File: config.mk
export PLATFORM = sky130hd
export DESIGN_NAME = mem_port_arbiter_flat
export DESIGN_NICKNAME = d
export VERILOG_FILES = /design/src/rtl/mem_port_arbiter_if.sv /design/src/rtl/mem_port_arbiter.sv /design/src/flat_wrapper.sv
export SDC_FILE = /design/constraint.sdc
export NUM_CORES = 1
export LEC_CHECK = 0
export ABC_AREA = 1
export BUFFER_PORTS_ARGS = -buffer_cell sky130_fd_sc_hd__buf_2
export CELL_PAD_IN_SITES_DETAIL_PLACEMENT = 0
export CELL_PAD_IN_SITES_GLOBAL_PLACEMENT = 1
export CORE_ASPECT_RATIO = 0.9
export CORE_MARGIN = 3
export CORE_UTILIZATION = 28
export DETAILED_ROUTE_END_ITERATION = 10
export GPL_TIMING_DRIVEN = 0
export HOLD_SLACK_MARGIN = 0.15
export PLACE_DENSITY = 0.64
export SYNTH_ARGS = -nofsm -noshare
export SYNTH_HDL_FRONTEND = slang
export SYNTH_SLANG_ARGS = --single-unit
File: constraint.sdc
create_clock -name clk -period 1.5 [get_ports clk]
set_input_delay 0.15 -clock clk [delete_from_list [all_inputs] [get_ports clk]]
set_output_delay 0.15 -clock clk [all_outputs]
set_load 0.05 [all_outputs]
File: src/rtl/mem_port_arbiter_if.sv
// Memory-side request/response bus of the IF/MEM port arbiter.
// master = arbiter (drives request fields), slave = memory (drives ready and response).
interface mem_port_arbiter_if #(
    parameter int ADDR_WIDTH = 32,
    parameter int DATA_WIDTH = 32
);
    logic                    mem_req_valid;
    logic                    mem_req_ready;
    logic                    mem_we;
    logic [DATA_WIDTH/8-1:0] mem_wstrb;
    logic [ADDR_WIDTH-1:0]   mem_addr;
    logic [DATA_WIDTH-1:0]   mem_wdata;
    logic                    mem_resp_valid;
    logic [DATA_WIDTH-1:0]   mem_rdata;

    modport master (
        output mem_req_valid, mem_we, mem_wstrb, mem_addr, mem_wdata,
        input  mem_req_ready, mem_resp_valid, mem_rdata
    );

    modport slave (
        input  mem_req_valid, mem_we, mem_wstrb, mem_addr, mem_wdata,
        output mem_req_ready, mem_resp_valid, mem_rdata
    );
endinterface

File: src/rtl/mem_port_arbiter.sv
// Shares one single-ported memory between IF fetches and MEM loads/stores, data first.
// Latency: request seen in IDLE, issued next cycle, result bypassed on the response cycle (min 2).
// Backpressure: mem_req_ready stalls in ISSUE; clients stall via *_mem_hazard until done.
module mem_port_arbiter #(
    parameter int ADDR_WIDTH = 32,
    parameter int DATA_WIDTH = 32
) (
    input  logic                    clk,
    input  logic                    rst_n,
    input  logic                    inst_req,
    input  logic [ADDR_WIDTH-1:0]   inst_addr,
    output logic [DATA_WIDTH-1:0]   inst_rdata,
    output logic                    inst_mem_hazard,
    input  logic                    data_req,
    input  logic                    data_we,
    input  logic [DATA_WIDTH/8-1:0] data_wstrb,
    input  logic [ADDR_WIDTH-1:0]   data_addr,
    input  logic [DATA_WIDTH-1:0]   data_wdata,
    output logic [DATA_WIDTH-1:0]   data_rdata,
    output logic                    data_mem_hazard,
    mem_port_arbiter_if.master      mem
);
    typedef enum logic [1:0] {IDLE, ISSUE, WAIT} state_t;
    typedef enum logic {OWN_INST, OWN_DATA} owner_t;

    state_t                state;
    owner_t                owner;
    logic                  inst_done;
    logic                  data_done;
    logic [DATA_WIDTH-1:0] inst_buf;
    logic [DATA_WIDTH-1:0] data_buf;

    logic resp_inst;
    logic resp_data;
    logic advance;

    always_comb begin
        resp_inst       = (state == WAIT) && mem.mem_resp_valid && (owner == OWN_INST);
        resp_data       = (state == WAIT) && mem.mem_resp_valid && (owner == OWN_DATA);
        inst_mem_hazard = inst_req && !inst_done && !resp_inst;
        data_mem_hazard = data_req && !data_done && !resp_data;
        advance         = !inst_mem_hazard && !data_mem_hazard;
        inst_rdata      = resp_inst ? mem.mem_rdata : inst_buf;
        data_rdata      = resp_data ? mem.mem_rdata : data_buf;
    end

    always_ff @(posedge clk or negedge rst_n) begin
        if (!rst_n) begin
            state             <= IDLE;
            owner             <= OWN_INST;
            inst_done         <= 1'b0;
            data_done         <= 1'b0;
            inst_buf          <= '0;
            data_buf          <= '0;
            mem.mem_req_valid <= 1'b0;
            mem.mem_we        <= 1'b0;
            mem.mem_wstrb     <= '0;
            mem.mem_addr      <= '0;
            mem.mem_wdata     <= '0;
        end else begin
            case (state)
                IDLE: begin
                    if (data_req && !data_done) begin
                        owner             <= OWN_DATA;
                        mem.mem_we        <= data_we;
                        mem.mem_wstrb     <= data_wstrb;
                        mem.mem_addr      <= data_addr;
                        mem.mem_wdata     <= data_wdata;
                        mem.mem_req_valid <= 1'b1;
                        state             <= ISSUE;
                    end else if (inst_req && !inst_done) begin
                        owner             <= OWN_INST;
                        mem.mem_we        <= 1'b0;
                        mem.mem_wstrb     <= '0;
                        mem.mem_addr      <= inst_addr;
                        mem.mem_wdata     <= '0;
                        mem.mem_req_valid <= 1'b1;
                        state             <= ISSUE;
                    end
                end
                ISSUE: begin
                    if (mem.mem_req_ready) begin
                        mem.mem_req_valid <= 1'b0;
                        state             <= WAIT;
                    end
                end
                WAIT: begin
                    // A requester that withdrew mid-flight gets nothing, so its next request refetches.
                    if (mem.mem_resp_valid) begin
                        state <= IDLE;
                        if (owner == OWN_DATA) begin
                            if (data_req) begin
                                data_done <= 1'b1;
                                data_buf  <= mem.mem_rdata;
                            end
                        end else if (inst_req) begin
                            inst_done <= 1'b1;
                            inst_buf  <= mem.mem_rdata;
                        end
                    end
                end
                default: state <= IDLE;
            endcase
            // Placed last so a flag set on the advancing edge ends up cleared.
            if (advance) begin
                inst_done <= 1'b0;
                data_done <= 1'b0;
            end
        end
    end
endmodule
File: src/flat_wrapper.sv
// flat-port wrapper written by rule: the top's interface ports become plain ports
module mem_port_arbiter_flat 
#(
    parameter int ADDR_WIDTH = 32,
    parameter int DATA_WIDTH = 32
)
  (clk, rst_n, inst_req, inst_addr, inst_rdata, inst_mem_hazard, data_req, data_we, data_wstrb, data_addr, data_wdata, data_rdata, data_mem_hazard, mem_mem_req_valid, mem_mem_we, mem_mem_wstrb, mem_mem_addr, mem_mem_wdata, mem_mem_req_ready, mem_mem_resp_valid, mem_mem_rdata);
  mem_port_arbiter_if #(.ADDR_WIDTH(ADDR_WIDTH), .DATA_WIDTH(DATA_WIDTH)) mem_i ();
  input  logic clk;
  input  logic rst_n;
  input  logic inst_req;
  input  logic [ADDR_WIDTH-1:0] inst_addr;
  output logic [DATA_WIDTH-1:0] inst_rdata;
  output logic inst_mem_hazard;
  input  logic data_req;
  input  logic data_we;
  input  logic [DATA_WIDTH/8-1:0] data_wstrb;
  input  logic [ADDR_WIDTH-1:0] data_addr;
  input  logic [DATA_WIDTH-1:0] data_wdata;
  output logic [DATA_WIDTH-1:0] data_rdata;
  output logic data_mem_hazard;
  output wire logic [$bits(mem_i.mem_req_valid)-1:0] mem_mem_req_valid;
  output wire logic [$bits(mem_i.mem_we)-1:0] mem_mem_we;
  output wire logic [$bits(mem_i.mem_wstrb)-1:0] mem_mem_wstrb;
  output wire logic [$bits(mem_i.mem_addr)-1:0] mem_mem_addr;
  output wire logic [$bits(mem_i.mem_wdata)-1:0] mem_mem_wdata;
  input wire logic [$bits(mem_i.mem_req_ready)-1:0] mem_mem_req_ready;
  input wire logic [$bits(mem_i.mem_resp_valid)-1:0] mem_mem_resp_valid;
  input wire logic [$bits(mem_i.mem_rdata)-1:0] mem_mem_rdata;
  assign mem_mem_req_valid = mem_i.mem_req_valid;
  assign mem_mem_we = mem_i.mem_we;
  assign mem_mem_wstrb = mem_i.mem_wstrb;
  assign mem_mem_addr = mem_i.mem_addr;
  assign mem_mem_wdata = mem_i.mem_wdata;
  assign mem_i.mem_req_ready = mem_mem_req_ready;
  assign mem_i.mem_resp_valid = mem_mem_resp_valid;
  assign mem_i.mem_rdata = mem_mem_rdata;
  mem_port_arbiter #(.ADDR_WIDTH(ADDR_WIDTH), .DATA_WIDTH(DATA_WIDTH)) u_core (.clk(clk), .rst_n(rst_n), .inst_req(inst_req), .inst_addr(inst_addr), .inst_rdata(inst_rdata), .inst_mem_hazard(inst_mem_hazard), .data_req(data_req), .data_we(data_we), .data_wstrb(data_wstrb), .data_addr(data_addr), .data_wdata(data_wdata), .data_rdata(data_rdata), .data_mem_hazard(data_mem_hazard), .mem(mem_i));
endmodule
==> metrics.md, run 1 <==
| Metric | Value |
|---|---|
| Drt drc | 0 |
| Async set-reset flop share out of synthesis | 100% |
| # nets final | roughly 1400 |
| N_diodes | 0 |
| Largest net degree at the start of global routing | 77 |
| Final Hold Fails | 0 |
| Syn-to-layout area delta | 77.6% |
| Synth warn | 0 |
| Worst slew pin tran | between 0.6 and 0.7 ns |
| Starting Density | between 20% and 30% |
| Top delay family on crit path | buffers and inverters |
| Kind of critical path | reg2out |
| Number of synthesized flops with an enable pin | 0 |
| CTS buffer count | 17 |
| Fmax | around 530 MHz |
| Pwr dens | roughly 2200 nW/um2 |
| FF+latch count, synth | about 140 |
| Slew headroom | ~57% |
| Total wire length | ~25000 um |
| ANT nets after route | 0 |
| Xor/xnor share of the synthesized area | 0% |
| Final Hold Slack | 0.211 ns |
| Antenna violations before repair | 1 |
| Crit-path max cell delay | around 0.39 ns |
| Routability-driven placement congestion ratio | 0.767 |
| Buf/Inv on CP | 4 |
| Worst Path Required | approximately 1.4 ns |
| Critical Path Source | u_core.state[0]$_DFFE_PN0P_ |
| Failing checks | setup timing |
| Wire per inst | between 15 and 20 um |
| CP max FO | 10 |
| Root buffer cell | clkbuf_16 |
| Post-synthesis cell type count | 21 |
| Tmin final | around 1.9 ns |
| IO buf count | between 200 and 300 |
| Synthesized cell area | around 6600 um2 |
| Number of iterations in the first detailed-routing pass | 4 |
| Clk_lat worst skew | around 0.42 ns |
| Unrepaired setup endpoints after global routing | true |
| Clock buffer depth | 2 |
| Mux share of post-synthesis cell area | 0% |
| Post-synthesis compound-gate area fraction | between 10% and 20% |
| CP Data Arrival Time | ~1.7 ns |
| CTS tree | yes |
| Max Slew Vio Count | 0 |
| H-tree levels | 4 |
| Mapped Cells | about 860 |
| CP Capture Type | primary output |
| Die area | between 20000 and 30000 um2 |
| Via Count | 7164 |
| Part of the cycle the worst path needs | 125% |
| Worst path depth | 6 |
| Area of the multi-input gates | ~3300 um2 |
| Final setup vio count | 66 |
| Sequential-to-total area share from yosys stat | 52.4% |
| Final Util | 51.5% |
| FP Rows | between 50 and 60 |
| Detail Placement HPWL | about 18000 um |
| M1 GR Usage | roughly a quarter |
| Layout cells sized above 1 | roughly 38% |
| Die width | about 170 um |
| Fill cells | around 2200 |
| Status | finished with violations |
| Worst path cell trace | inv_2, nand4_1, buf_6, buf_8, o21ai_4, buf_6 |
| Tot GR Track Use | between 10% and 20% |
| Worst setup endpoint | data_rdata[30] |
| Die height | 152 um |
| Drt initial violations | between 300 and 400 |
| Storage cell area | 3480 um2 |
| Adder-Cell Fraction of Synth Area | 0% |
| FF-to-FF End | u_core.inst_buf[5]$_DFFE_PN0P_ |
| R2r setup slk | ~0.020 ns |
| Gr busiest metal | met2 |
| Leak Pwr | 6.14 nW |
| Most common flop cell mapped by yosys | dfrtp_1 |
| Hold Path Origin | data_req |
| Post-synthesis simple-gate area fraction | between 20 and 30% |
| Mean post-synth cell area | between 7 and 8 um2 |
| Clock skew | approximately 0.011 ns |
| Synthesized Nets | 995 |
| Drt via density | around 4.4 |
| Hold Path Class | in2reg |
| Number of global-route vias before repair | ~7300 |
| Max-cap violations | 0 |
| CP max stage cell | dfrtp_1 |
| R2r startpoint | u_core.state[0]$_DFFE_PN0P_ |
| Clock transition at path regs | around 0.06 ns |
| Setup ws final | -0.375 ns |
| Placeable core area | around 23000 um2 |
| Max VDD drop | between 1.5 and 2 mV |
| Largest family of logic cells by synthesized area | simple AND/OR/NAND/NOR gates |
| Most frequent CP cell | buf_6 |
| GRT overflow | 0 |
| R2R depth | 9 |
| Ports | 275 |
| Met3 global-route usage | 5.56% |
| # clock sinks | about 140 |
| Worst setup SP type | flip-flop |
| Met2 Usage GRT | around a third |
| First-pass GRT wire length | 40300 um |
==> where the power goes <==
group,total (mW),switching (mW),leakage [nW],internal (mW)
Sequential,6.29,0.885,1.75,5.40
Clock,4.05,1.87,0.263,2.18
Combinational,15.9,10.8,4.13,5.15
==> logic make-up (layout without fill, tap and decap cells) <==
| group | after synthesis | after routing |
|---|---|---|
| DFF | 139 | 139 |
| AOI/OAI and AO/OA | 133 | 133 |
| and+or+nand+nor | 485 | 485 |
| buffers and inverters | 99 | 560 |
==> metal layers <==
layer | vias to the layer above | share of wire (%)
met3 | 24 | 6.1
met1 | 3346 | 45
met5 | - | 0.079
li1 | 3582 | -
met4 | 2 | 1.2
met2 | 210 | 48
==> worst min path at each step <==
stage | endpoint | depth (start not counted)
floorplan | u_core.data_buf[0]$_DFFE_PN0P_ | 0
global placement | u_core.state[0]$_DFFE_PN0P_ | 2
detailed placement | u_core.data_buf[10]$_DFFE_PN0P_ | 1
CTS | u_core.data_buf[28]$_DFFE_PN0P_ | 6
global route | u_core.mem.mem_addr[1]$_DFFE_PN0P_ | 6
finish | u_core.mem.mem_addr[31]$_DFFE_PN0P_ | 6
==> synthesized netlist by cell type, types with 2 or more instances <==
master    instances  area [um2]
a21oi_1          15        75.1
a21oi_2          18         158
buf_2            23         115
buf_4            11        82.6
buf_6             8        90.1
clkbuf_1         11        41.3
dfrtp_1         139        3480
inv_1            41         154
inv_2             3        11.3
nand2_1         399        1500
nand2_2           6        37.5
nand3_1          38         190
nand4_1           2        12.5
nor2_1           36         135
nor2_4            2        22.5
o21ai_0          99         495
==> worst min-delay path: cells and delay by family <==
| kind | cells | cell delay [ns] |
|---|---|---|
| buffers and inverters | 1 | 0.11 |
| and+or+nand+nor | 5 | 0.32 |
==> layout by cell type, fill, tap and decap left out, types with 2 or more instances in the layout <==
cell type        n
clkbuf_2         5
buf_8           15
nand2_1        367
inv_1           39
nand3_1         38
buf_6           76
inv_2            4
o21ai_2         10
buf_4           20
nor2_1          35
o21ai_1         18
clkinvlp_4       4
o21ai_0         26
buf_12           5
nand2_4          5
nor2_4           3
clkbuf_16       18
dfrtp_1        139
a21oi_1         15
buf_2          216
nand2_2         34
dlygate4sd3_1  137
clkbuf_4         7
a21oi_2         18
inv_8            3
nand4_1          2
o21ai_4         45
inv_6            6
==> final cells by class <==
| cell class | count | area share [%] |
|---|---|---|
| inverters | 44 | 1.42 |
| repair buffers | 429 | 28.8 |
| flip-flops and latches | 139 | 29.5 |
| clock inverters | 15 | 1.10 |
| well taps | 297 | 3.15 |
| multi-input cells | 618 | 28.0 |
| plain buffers | 55 | 4.43 |
| clock buffers | 17 | 3.61 |
==> stage by stage <==
stage,std cells,setup WS [ns],instance area [um2],TNS (ns),power (mW)
4_1_cts,1604,-0.414,11500,-24.58,26.1
2_1_floorplan,856,-0.174,7140,-3.40,16.7
6_report,1614,-0.375,11800,-21.19,26.3
5_1_grt,1614,-0.469,11800,-29.72,27.8
3_3_place_gp,1427,-1.95,8880,-281.25,20.0
3_5_place_dp,1428,-0.269,8910,-11.32,20.1
==> sequential cells by signal, summed over array words and instances (netlist names) <==
register                  flops
u_core.data_buf              32
u_core.data_done              1
u_core.inst_buf              32
u_core.inst_done              1
u_core.mem.mem_addr          32
u_core.mem.mem_req_valid      1
u_core.mem.mem_wdata         32
u_core.mem.mem_we             1
u_core.mem.mem_wstrb          4
u_core.owner                  1
u_core.state                  2
==> repair_timing <==
action	CTS	global route
resized for setup	193	87
buffers inserted	7	7
endpoints found under the setup margin	72	151
hold buffers	137	0
pin swaps	1	3
endpoints found under the hold margin	199	0
gates cloned	0	3
No activity file was read; power rests on OpenSTA's default activity.
==> run 2, diff against run 1 <==
--- a/config.mk
+++ b/config.mk
@@ -6,16 +6,14 @@
 export NUM_CORES = 1
 export LEC_CHECK = 0
 export ABC_AREA = 1
-export BUFFER_PORTS_ARGS = -buffer_cell sky130_fd_sc_hd__buf_2
 export CELL_PAD_IN_SITES_DETAIL_PLACEMENT = 0
 export CELL_PAD_IN_SITES_GLOBAL_PLACEMENT = 1
-export CORE_ASPECT_RATIO = 0.9
 export CORE_MARGIN = 3
 export CORE_UTILIZATION = 28
 export DETAILED_ROUTE_END_ITERATION = 10
-export GPL_TIMING_DRIVEN = 0
+export DONT_BUFFER_PORTS = 1
 export HOLD_SLACK_MARGIN = 0.15
-export PLACE_DENSITY = 0.64
+export PLACE_DENSITY = 0.5
 export SYNTH_ARGS = -nofsm -noshare
 export SYNTH_HDL_FRONTEND = slang
 export SYNTH_SLANG_ARGS = --single-unit
==> metrics.md, run 2 (synthesized netlist as in run 1, its figures left out) <==
| Metric | Value |
|---|---|
| Fmax | 535 MHz (was 533 MHz) |
| CP Capture Type | primary output (unchanged) |
| Clock buffer depth | 2 (unchanged) |
| CP max FO | 10 (unchanged) |
| Slew headroom | 64.2% (was 56.9%) |
| Routability-driven placement congestion ratio | 0.766 (was 0.767) |
| Storage cell area | 3480 um2 (unchanged) |
| Final Hold Fails | 139 (was 0) |
| Drt initial violations | 315 (was 366) |
| Layout cells sized above 1 | 27.8% (was 37.9%) |
| Unrepaired setup endpoints after global routing | true (unchanged) |
| Via Count | 6525 (was 7164) |
| Most frequent cells in the layout | nand2_1, dfrtp_1, dlygate4sd3_1, buf_12 (was nand2_1, buf_2, dfrtp_1, dlygate4sd3_1, buf_6) |
| Root buffer cell | clkbuf_16 (unchanged) |
| Met2 Usage GRT | 30.3% (was 32.3%) |
| # clock sinks | 139 (unchanged) |
| Max-cap violations | 0 (unchanged) |
| Largest net degree at the start of global routing | 140 (was 77) |
| Total wire length | 23900 um (was 25200 um) |
| Failing checks | hold timing, setup timing (was setup timing) |
| Clock skew | 0.0111 ns (was 0.0110 ns) |
| CP Data Arrival Time | 1.72 ns (was 1.73 ns) |
| M1 GR Usage | 20.6% (was 25.9%) |
| Die height | 160 um (was 152 um) |
| CTS tree | yes (unchanged) |
| FP Rows | 55 (was 52) |
| Ports | 275 (unchanged) |
| Syn-to-layout area delta | 71.0% (was 77.6%) |
| ANT nets after route | 0 (unchanged) |
| Commonest non-fill, non-tap cell in the layout | nand2_1 (unchanged) |
| Starting Density | 28.9% (was 29.0%) |
| CTS buffer count | 17 (unchanged) |
| Tmin final | 1.87 ns (was 1.88 ns) |
| Number of global-route vias before repair | 6663 (was 7339) |
| N_diodes | 0 (unchanged) |
| Fill cells | 2169 (was 2209) |
| Gr busiest metal | met2 (unchanged) |
| Final setup vio count | 66 (unchanged) |
| Placeable core area | 23000 um2 (was 22900 um2) |
| Clk_lat worst skew | 0.42 ns (about the same) |
| TNS Setup | -20.86 ns (was -21.19 ns) |
| Status | finished with violations (unchanged) |
| Die area | 25600 um2 (about the same) |
| Number of iterations in the first detailed-routing pass | 5 (was 4) |
| Setup ws final | -0.371 ns (was -0.375 ns) |
| Area of the multi-input gates | 3470 um2 (was 3300 um2) |
| Tot GR Track Use | 17.5% (was 19.7%) |
| Final std cells w/o fill | 1400 (was 1614) |
| H-tree levels | 4 (unchanged) |
| Final Util | 49.4% (was 51.5%) |
| Worst Path Required | 1.35 ns (about the same) |
| # nets final | 1213 (was 1443) |
| GRT overflow | 0 (unchanged) |
| Wire per inst | 17.1 um (was 15.6 um) |
| Max Slew Vio Count | 0 (unchanged) |
| Met3 global-route usage | 5.14% (was 5.56%) |
| Final Hold Slack | -0.581 ns (was 0.211 ns) |
| Part of the cycle the worst path needs | 125% (about the same) |
| Pre-CTS WS | -0.0495 ns (was -0.269 ns) |
| Antenna violations before repair | 0 (was 1) |
| Drt via density | 4.66 (was 4.44) |
| Leak Pwr | 5.43 nW (was 6.14 nW) |
| Hold Path Class | in2async (was in2reg) |
| First-pass GRT wire length | 36000 um (was 40300 um) |
| Clock transition at path regs | 0.07 ns (was 0.06 ns) |
| Die width | 160 um (was 168 um) |
| Detail Placement HPWL | 14400 um (was 17700 um) |
| Kind of critical path | reg2out (unchanged) |
| R2R depth | 6 (was 9) |
| IO buf count | 0 (was 274) |
| Worst slew pin tran | 0.536 ns (was 0.646 ns) |
| Dpl cells | 1213 (was 1428) |
| Worst setup SP type | flip-flop (unchanged) |
| Post-CTS Hold Fix Bufs | 138 (was 137) |
| Max VDD drop | 0.986 mV (was 1.58 mV) |
| Drt drc | 0 (unchanged) |
| Pwr dens | 2400 nW/um2 (was 2230 nW/um2) |
==> run 2: cell type report <==
cell class                 instances  area share (%)
clock buffer                      17            3.75
clock inverter                    15            1.54
inverter                          44            1.48
multi-input combinational        618            30.6
sequential                       139            30.6
tap                              313            3.45
timing repair buffer             254            28.6
==> run 2: worst max-delay path, cell delays in order, from the launching register on <==
cell and delay [ns]:
dfrtp_1 0.39, inv_1 0.08, nand4_1 0.13, buf_6 0.19, clkbuf_16 0.20, o21ai_4 0.16, buf_12 0.15
==> run 2: final timing paths <==
path,start,endpoint,slack (ns)
setup / recovery,u_core.owner$_DFFE_PN0P_,inst_rdata[11],-0.37
hold / removal,rst_n,u_core.inst_buf[15]$_DFFE_PN0P_,-0.58
setup reg to reg,u_core.state[0]$_DFFE_PN0P_,u_core.mem.mem_wdata[0]$_DFFE_PN0P_,0.07
hold reg to reg,u_core.inst_buf[24]$_DFFE_PN0P_,u_core.inst_buf[24]$_DFFE_PN0P_,0.50
max in group asynchronous,rst_n,u_core.mem.mem_we$_DFFE_PN0P_,1.83
min in group clk,data_req,u_core.data_buf[9]$_DFFE_PN0P_,0.20
==> run 2: stage by stage <==
| step | area [um2] | power [mW] |
|---|---|---|
| after global placement | 8590 | 21.2 |
| final | 11400 | 27.2 |
| after CTS | 11100 | 27.1 |
| after global routing | 11400 | 28.6 |
| after detailed placement | 8590 | 21.4 |
| after floorplan | 7140 | 16.7 |
==> run 2: metal layers <==
metal | vias to the layer above | part of all wire, %
met3 | 28 | 6.6
met4 | 0 | 1.8
met1 | 3144 | 40
li1 | 3124 | -
met2 | 229 | 52
met5 | - | 0
==> run 2: report_power, final <==
group | leakage, nW | internal, mW | total [mW] | switching, mW
Sequential | 1.75 | 5.35 | 8.93 | 3.57
Combinational | 3.39 | 5.74 | 14.0 | 8.22
Clock | 0.292 | 2.52 | 4.32 | 1.81
==> run 2: what timing repair did <==
| item | in CTS | in global routing |
|---|---|---|
| setup endpoints to repair | 66 | 120 |
| pin swaps | 4 | 7 |
| gates cloned | 3 | 9 |
| gates resized for setup | 98 | 41 |
| setup buffers | 10 | 3 |
| endpoints found under the hold margin | 278 | 139 |
